$ cat src/rtl/asp_irq_ctrl.sv
// asp_irq_ctrl: N-line interrupt controller with a CSR window and a round-robin vectored req/ack arbiter.
// Optional macro ASP_IRQ_COALESCE_EN adds the COALESCE holdoff register (CSR 4) and a HOLDOFF state.
module asp_irq_ctrl #(
    parameter int NUM_IRQ_LINES = 4,
    parameter int MMIO_DATA_WIDTH = 64,
    parameter int CSR_ADDR_WIDTH = 3,
    parameter logic [NUM_IRQ_LINES-1:0] EDGE_MODE_DEFAULT = NUM_IRQ_LINES'(4'b0101),
    parameter int VEC_WIDTH = (NUM_IRQ_LINES > 1) ? $clog2(NUM_IRQ_LINES) : 1
) (
    input  logic                       clk,
    input  logic                       reset,
    input  logic [NUM_IRQ_LINES-1:0]   irq_in,
    input  logic [CSR_ADDR_WIDTH-1:0]  csr_address,
    input  logic                       csr_write,
    input  logic [MMIO_DATA_WIDTH-1:0] csr_writedata,
    input  logic                       csr_read,
    output logic [MMIO_DATA_WIDTH-1:0] csr_readdata,
    output logic                       csr_readdatavalid,
    output logic                       csr_waitrequest,
    output logic                       irq_req,
    output logic [VEC_WIDTH-1:0]       irq_vec,
    input  logic                       irq_ack
);

    localparam logic [CSR_ADDR_WIDTH-1:0] A_STATUS = CSR_ADDR_WIDTH'(0);
    localparam logic [CSR_ADDR_WIDTH-1:0] A_CLEAR  = CSR_ADDR_WIDTH'(1);
    localparam logic [CSR_ADDR_WIDTH-1:0] A_MASK   = CSR_ADDR_WIDTH'(2);
    localparam logic [CSR_ADDR_WIDTH-1:0] A_EDGE   = CSR_ADDR_WIDTH'(3);
`ifdef ASP_IRQ_COALESCE_EN
    localparam logic [CSR_ADDR_WIDTH-1:0] A_COAL   = CSR_ADDR_WIDTH'(4);
`endif
    localparam logic [CSR_ADDR_WIDTH-1:0] A_INFO   = CSR_ADDR_WIDTH'(5);

`ifdef ASP_IRQ_COALESCE_EN
    typedef enum logic [1:0] {ST_IDLE, ST_REQ, ST_HOLDOFF} state_t;
`else
    typedef enum logic [0:0] {ST_IDLE, ST_REQ} state_t;
`endif

    state_t                       state_q, state_d;
    logic [NUM_IRQ_LINES-1:0]     irq_in_q;
    logic [NUM_IRQ_LINES-1:0]     pending_q, pending_d;
    logic [NUM_IRQ_LINES-1:0]     in_flight_q, in_flight_d;
    logic [NUM_IRQ_LINES-1:0]     mask_q, mask_d;
    logic [NUM_IRQ_LINES-1:0]     edge_sel_q, edge_sel_d;
    logic [VEC_WIDTH-1:0]         rr_ptr_q, rr_ptr_d;
    logic [VEC_WIDTH-1:0]         vec_q, vec_d;
    logic                         req_q, req_d;
    logic [MMIO_DATA_WIDTH-1:0]   rdata_q, rdata_d, rd_mux;
    logic                         rvalid_q;
`ifdef ASP_IRQ_COALESCE_EN
    logic [15:0]                  coal_q, coal_d;
    logic [15:0]                  cnt_q, cnt_d;
`endif

    logic [NUM_IRQ_LINES-1:0]     set_vec, clr_vec, ack_set, eligible;
    logic                         unused_wdata;

    assign unused_wdata      = ^csr_writedata;
    assign csr_waitrequest   = 1'b0;
    assign csr_readdata      = rdata_q;
    assign csr_readdatavalid = rvalid_q;
    assign irq_req           = req_q;
    assign irq_vec           = vec_q;

    function automatic logic [VEC_WIDTH-1:0] rr_pick(input logic [NUM_IRQ_LINES-1:0] elig,
                                                     input logic [VEC_WIDTH-1:0] ptr);
        logic [VEC_WIDTH-1:0] pick;
        logic                 found;
        int unsigned          idx;
        pick  = '0;
        found = 1'b0;
        for (int unsigned k = 0; k < 32'(NUM_IRQ_LINES); k++) begin
            idx = 32'(ptr) + k;
            if (idx >= 32'(NUM_IRQ_LINES)) idx = idx - 32'(NUM_IRQ_LINES);
            if (!found && elig[idx[VEC_WIDTH-1:0]]) begin
                found = 1'b1;
                pick  = idx[VEC_WIDTH-1:0];
            end
        end
        return pick;
    endfunction

    always_comb begin
        set_vec    = (edge_sel_q & irq_in & ~irq_in_q) | (~edge_sel_q & irq_in);
        clr_vec    = (csr_write && csr_address == A_CLEAR) ? csr_writedata[NUM_IRQ_LINES-1:0] : '0;
        pending_d  = (pending_q & ~clr_vec) | set_vec;
        // in_flight follows pending down, so a cleared line can raise a fresh request
        in_flight_d = (in_flight_q | ack_set) & pending_d;
        eligible   = pending_q & ~mask_q & ~in_flight_q;
        mask_d     = (csr_write && csr_address == A_MASK) ? csr_writedata[NUM_IRQ_LINES-1:0] : mask_q;
        edge_sel_d = (csr_write && csr_address == A_EDGE) ? csr_writedata[NUM_IRQ_LINES-1:0] : edge_sel_q;
`ifdef ASP_IRQ_COALESCE_EN
        coal_d     = (csr_write && csr_address == A_COAL) ? csr_writedata[15:0] : coal_q;
`endif
    end

    always_comb begin
        rd_mux = '0;
        case (csr_address)
            A_STATUS: rd_mux[NUM_IRQ_LINES-1:0] = pending_q;
            A_MASK:   rd_mux[NUM_IRQ_LINES-1:0] = mask_q;
            A_EDGE:   rd_mux[NUM_IRQ_LINES-1:0] = edge_sel_q;
`ifdef ASP_IRQ_COALESCE_EN
            A_COAL:   rd_mux[15:0] = coal_q;
`endif
            A_INFO: begin
                rd_mux[7:0]  = 8'(NUM_IRQ_LINES);
                rd_mux[15:8] = 8'h01;
            end
            default:  rd_mux = '0;
        endcase
        rdata_d = csr_read ? rd_mux : rdata_q;
    end

    always_comb begin
        state_d  = state_q;
        req_d    = req_q;
        vec_d    = vec_q;
        rr_ptr_d = rr_ptr_q;
        ack_set  = '0;
`ifdef ASP_IRQ_COALESCE_EN
        cnt_d    = cnt_q;
`endif
        case (state_q)
            ST_IDLE: begin
                if (|eligible) begin
`ifdef ASP_IRQ_COALESCE_EN
                    if (coal_q != 16'd0) begin
                        cnt_d   = coal_q - 16'd1;
                        state_d = ST_HOLDOFF;
                    end else begin
                        vec_d   = rr_pick(eligible, rr_ptr_q);
                        req_d   = 1'b1;
                        state_d = ST_REQ;
                    end
`else
                    vec_d   = rr_pick(eligible, rr_ptr_q);
                    req_d   = 1'b1;
                    state_d = ST_REQ;
`endif
                end
            end
            ST_REQ: begin
                if (irq_ack) begin
                    ack_set[vec_q] = 1'b1;
                    rr_ptr_d = (vec_q == VEC_WIDTH'(NUM_IRQ_LINES - 1)) ? '0 : vec_q + 1'b1;
                    req_d    = 1'b0;
                    state_d  = ST_IDLE;
                end
            end
`ifdef ASP_IRQ_COALESCE_EN
            ST_HOLDOFF: begin
                if (!(|eligible)) begin
                    state_d = ST_IDLE;
                end else if (cnt_q == 16'd0) begin
                    vec_d   = rr_pick(eligible, rr_ptr_q);
                    req_d   = 1'b1;
                    state_d = ST_REQ;
                end else begin
                    cnt_d = cnt_q - 16'd1;
                end
            end
`endif
            default: state_d = ST_IDLE;
        endcase
    end

    always_ff @(posedge clk or posedge reset) begin
        if (reset) begin
            state_q     <= ST_IDLE;
            irq_in_q    <= '0;
            pending_q   <= '0;
            in_flight_q <= '0;
            mask_q      <= '1;
            edge_sel_q  <= EDGE_MODE_DEFAULT;
            rr_ptr_q    <= '0;
            vec_q       <= '0;
            req_q       <= 1'b0;
            rdata_q     <= '0;
            rvalid_q    <= 1'b0;
`ifdef ASP_IRQ_COALESCE_EN
            coal_q      <= '0;
            cnt_q       <= '0;
`endif
        end else begin
            state_q     <= state_d;
            irq_in_q    <= irq_in;
            pending_q   <= pending_d;
            in_flight_q <= in_flight_d;
            mask_q      <= mask_d;
            edge_sel_q  <= edge_sel_d;
            rr_ptr_q    <= rr_ptr_d;
            vec_q       <= vec_d;
            req_q       <= req_d;
            rdata_q     <= rdata_d;
            rvalid_q    <= csr_read;
`ifdef ASP_IRQ_COALESCE_EN
            coal_q      <= coal_d;
            cnt_q       <= cnt_d;
`endif
        end
    end

endmodule

$ cat config.mk
export PLATFORM = sky130hd
export DESIGN_NAME = asp_irq_ctrl
export DESIGN_NICKNAME = d
export VERILOG_FILES = /design/src/rtl/asp_irq_ctrl.sv
export SDC_FILE = /design/constraint.sdc
export NUM_CORES = 1
export LEC_CHECK = 0
export BUFFER_PORTS_ARGS = -buffer_cell sky130_fd_sc_hd__buf_2
export CORE_ASPECT_RATIO = 0.6
export CORE_MARGIN = 3
export CORE_UTILIZATION = 40
export DETAILED_ROUTE_END_ITERATION = 7
export PLACE_DENSITY = 0.84
export SETUP_SLACK_MARGIN = 0.5
export SLEW_MARGIN = 20
export SYNTH_ARGS = -nofsm -noshare
export SYNTH_HDL_FRONTEND = slang
export SYNTH_SLANG_ARGS = --single-unit
$ cat constraint.sdc
create_clock -name clk -period 1.95 [get_ports clk]
set_clock_uncertainty 0.05 [all_clocks]
set_input_delay 0.2925 -clock clk [delete_from_list [all_inputs] [get_ports clk]]
set_output_delay 0.2925 -clock clk [all_outputs]
set_load 0.1 [all_outputs]
==> impl_summary.md <==
Run status
The run finished with clean final reports.

Synth
The area share of the leading cell type in the synthesized netlist is roughly a third. The synthesized cell area is ~2000 sq um. The cell accounting for the most synthesized area is dfrtp_1. In the synthesized netlist, the number of instances is about 190.

The synthesized design contains 32 register bits. By area the synthesized netlist is led by dfrtp_1 (33%), buf_4 (23%), dfstp_2 (7.9%), mux2_2 (3.9%), mux2i_1 (3.0%). For this run, the number of Yosys warnings is 0. The average instance in the mapped netlist occupies 10.35 sq um. The number of different library cells used by synthesis comes to 37.

The sequential element share of the synthesized area is approximately two fifths.

Pwr
The fraction of power consumed by the clock network is 19.6%. The switching portion of total power is between 40 and 50%. The worst-case IR drop observed on VDD is roughly 0.00073 V. The internal portion of the total power is between 0.0015 and 0.002 W. Sequential cells account for 32.6% of the total power.

The leakage dissipation is about 1.1 nW. The power per cell area is 1503 nW/um^2. In this run, the combinational gates consume a little under half of the power. The analysis attributes to net switching a power of ~0.0016 W.

Place
Summing all placed instances gives a cell area of between 1500 and 2000 sq um. The weighted congestion reported at the end of routability-driven placement is around 0.84. Detailed placement finished with a half-perimeter wire length of ~2700 um. The number of port buffers is 24.

Global route
The first global-routing pass estimated around 5400 um of wire. The global-route usage over all layers is between 10 and 15%. The number of global-route vias before repair was 1070. The largest net degree at the start of global routing is 33.

The global-route congestion overflow total is 0. The number of antenna violations at the first check in global routing is 0.

Drt
After detailed routing, the average wire length per cell comes to ~12 um. In this run, the number of DRC markers left after iteration 0 of detailed routing was 56. After detailed routing, the number of remaining DRC violations is 0. Summing over every cut layer, the via total after detailed routing is between 1000 and 1500. Once detail routing completed, the nets flagged for antenna violations numbered 0. The final routed wirelength across all metal layers is 3587 um. The number of iterations in the first detailed-routing pass is 4. After detailed routing, the number of vias per cell comes to 4.314.

Floorplanning
In this run the vertical extent of the chip is 60.75 um. From left edge to right edge, the die measures ~97 um. The starting utilization of the core area is 42.67%. The floorplan has 19 rows.

After floorplanning, the core was sized to cover 4683 sq um. 145 I/O pins were placed. The die area is about 5900 sq um.

Setup path
The arrival time of data at the critical path endpoint is 1.73 ns. The element type at the critical path start is a register. Along the worst path, the maximum fanout reaches 3. The endpoint required time on the critical path is ~2.1 ns. The worst setup path is of the register to register kind. The sort of element at the end of the critical path is a register.

Clocking
The source-to-sink clock delay at the later pin of the worst-skew pair is 0.28 ns. TritonCTS created 5 clock buffers. In this run the number of H-tree levels came out at 2.

TritonCTS built the clock tree. Clock-pin slew was measured on the worst setup and hold paths at 0.07 ns. The clock tree root driver cell is clkbuf_8. The number of buffers on the longest clock path is 2. The number of sinks driven by the clock tree is 32.

Finish
Summing all non-filler instances in the final layout gives an area of about 2100 sq um. The leading cell type in the layout, fill and taps excluded is conb_1. The final layout net count is about 310.

Leaving out fill and tap cells, the most frequent cells in the layout are conb_1 (60), dfrtp_1 (24), buf_2 (21), nand2_1 (14), inv_1 (8). Compared with the post-synthesis result, the final layout area differs by 7.201%. Cells fill 45.74% of the core in the end. The final antenna diode count is 0. The proportion of layout cells with a drive suffix above 1 is between 20% and 30%.

Min path
The kind of path behind the tightest hold check is primary input to async pin.

Timing
The final critical path time including I/O delays and setup is 1.612 ns. For the final routed database, the setup TNS stands at 0 ns. The maximum achievable frequency is a little over 600 MHz. Setup repair after global routing could not meet its margin everywhere.

The number of endpoints with negative hold slack in the final report is 0. Setup violations remaining at the end of the flow were counted as 0. The final number of max-transition violations is 0. The final critical path takes up 82.66% of the cycle.

Flow run
Across the run, the number of max-cap violations was 0.
-- flip-flops by register name (all words and copies together) (netlist names), 2 cells and up --
signal        flops
pending_q         4
in_flight_q       4
irq_in_q          4
edge_sel_q        4
irq_vec           2
csr_readdata      5
mask_q            4
rr_ptr_q          2
-- critical path: stages (launching register included) --
cell      delay (ns)
dfstp_2         0.56
nor3b_4         0.06
buf_4           0.15
or4_1           0.46
a21boi_1        0.14
o31ai_1         0.07
-- worst paths after layout --
kind	startpoint	slack (ns)	end	depth (start not counted)
worst max-delay path	mask_q[0]	0.34	irq_vec[1]	5
worst min-delay path	reset	0.03	csr_readdata[1]	3
worst max register to register	mask_q[0]	0.34	irq_vec[1]	5
worst min register to register	irq_req	0.47	irq_req	1
max in group asynchronous	reset	1.48	mask_q[2]	3
min in group clk	irq_in[0]	0.08	irq_in_q[0]	1
-- cell families (layout without fill, tap and decap cells) --
logic type | count (synthesis) | in the layout | share of synthesized area [%]
flip-flops | 32 | 32 | 40.45
AO/OA/AOI/OAI | 30 | 30 | 10.33
AND/OR/NAND/NOR | 41 | 41 | 13.90
adder cells (fa/ha/maj) | 4 | 4 | 2.505
multiplexers | 15 | 15 | 8.078
other | 1 | 60 | 0.1877
buffers and inverters | 70 | 45 | 24.55
-- repair_timing --
item / 4_1_cts / 5_1_grt
pin swaps: 5 / 2
gates cloned: 0 / 0
setup endpoints to repair: 4 / 4
hold buffers: 0 / 0
buffers inserted: 3 / 1
gates resized for setup: 3 / 3
-- metal layers --
metal	routed length [um]	part of all wire (%)	GRT usage (%)	vias to the layer above
li1	-	-	-	604
met1	1736	48	17.57	604
met2	1593	44	16.86	34
met3	176	4.9	4.133	9
met4	82	2.3	5.523	0
met5	0	0	0	-
-- stage by stage --
stage	setup slack (ns)	instances	hold slack (ns)	power [W]
after global routing	0.2960	290	0.06805	0.003386
after detailed placement	0.3416	278	0.3492	0.002478
after floorplan	0.5001	252	0.2739	0.002367
after global placement	0.3518	278	0.3420	0.002442
after CTS	0.4082	289	0.04704	0.003182
final	0.3381	290	0.03447	0.003219
-- synthesized netlist by cell type (all sizes together) --
cell type and n:
nand3 1, a22o 4, a31oi 3, a21o 1
o21ai 3, or3b 1, a22oi 1, a21boi 1
and4bb 2, or2 1, o22ai 4, nand2 14
dfstp 6, nand2b 1, o31ai 2, nand4b 2
buf 62, a21oi 5, mux2i 6, nor3b 4
dfrtp 26, and3 4, a311oi 1, o21a 5
ha 4, nor4b 1, nor4 1, inv 8
nor3 1, nor2 7, conb 1, or4 1
mux2 9
-- layout make-up --
cell class / count / area [sq um]
Tap cell: 63 / 78.83
Inverter: 8 / 30.03
Clock buffer: 6 / 72.57
Clock inverter: 2 / 35.03
Fill cell: 446 / 2541
Sequential cell: 32 / 815.8
Timing Repair Buffer: 29 / 165.2
Multi-Input combinational cell: 150 / 944.7
-- power groups by stage --
stage	combinational (W)	sequential (W)	clock [W]
final	0.00154	0.00105	0.000629
after detailed placement	0.00142	0.00105	0
after floorplan	0.00106	0.00131	0
after CTS	0.00150	0.00104	0.000638
after global placement	0.00140	0.00104	0
after global routing	0.00163	0.00108	0.000683
(Power assumes the default switching activity.)
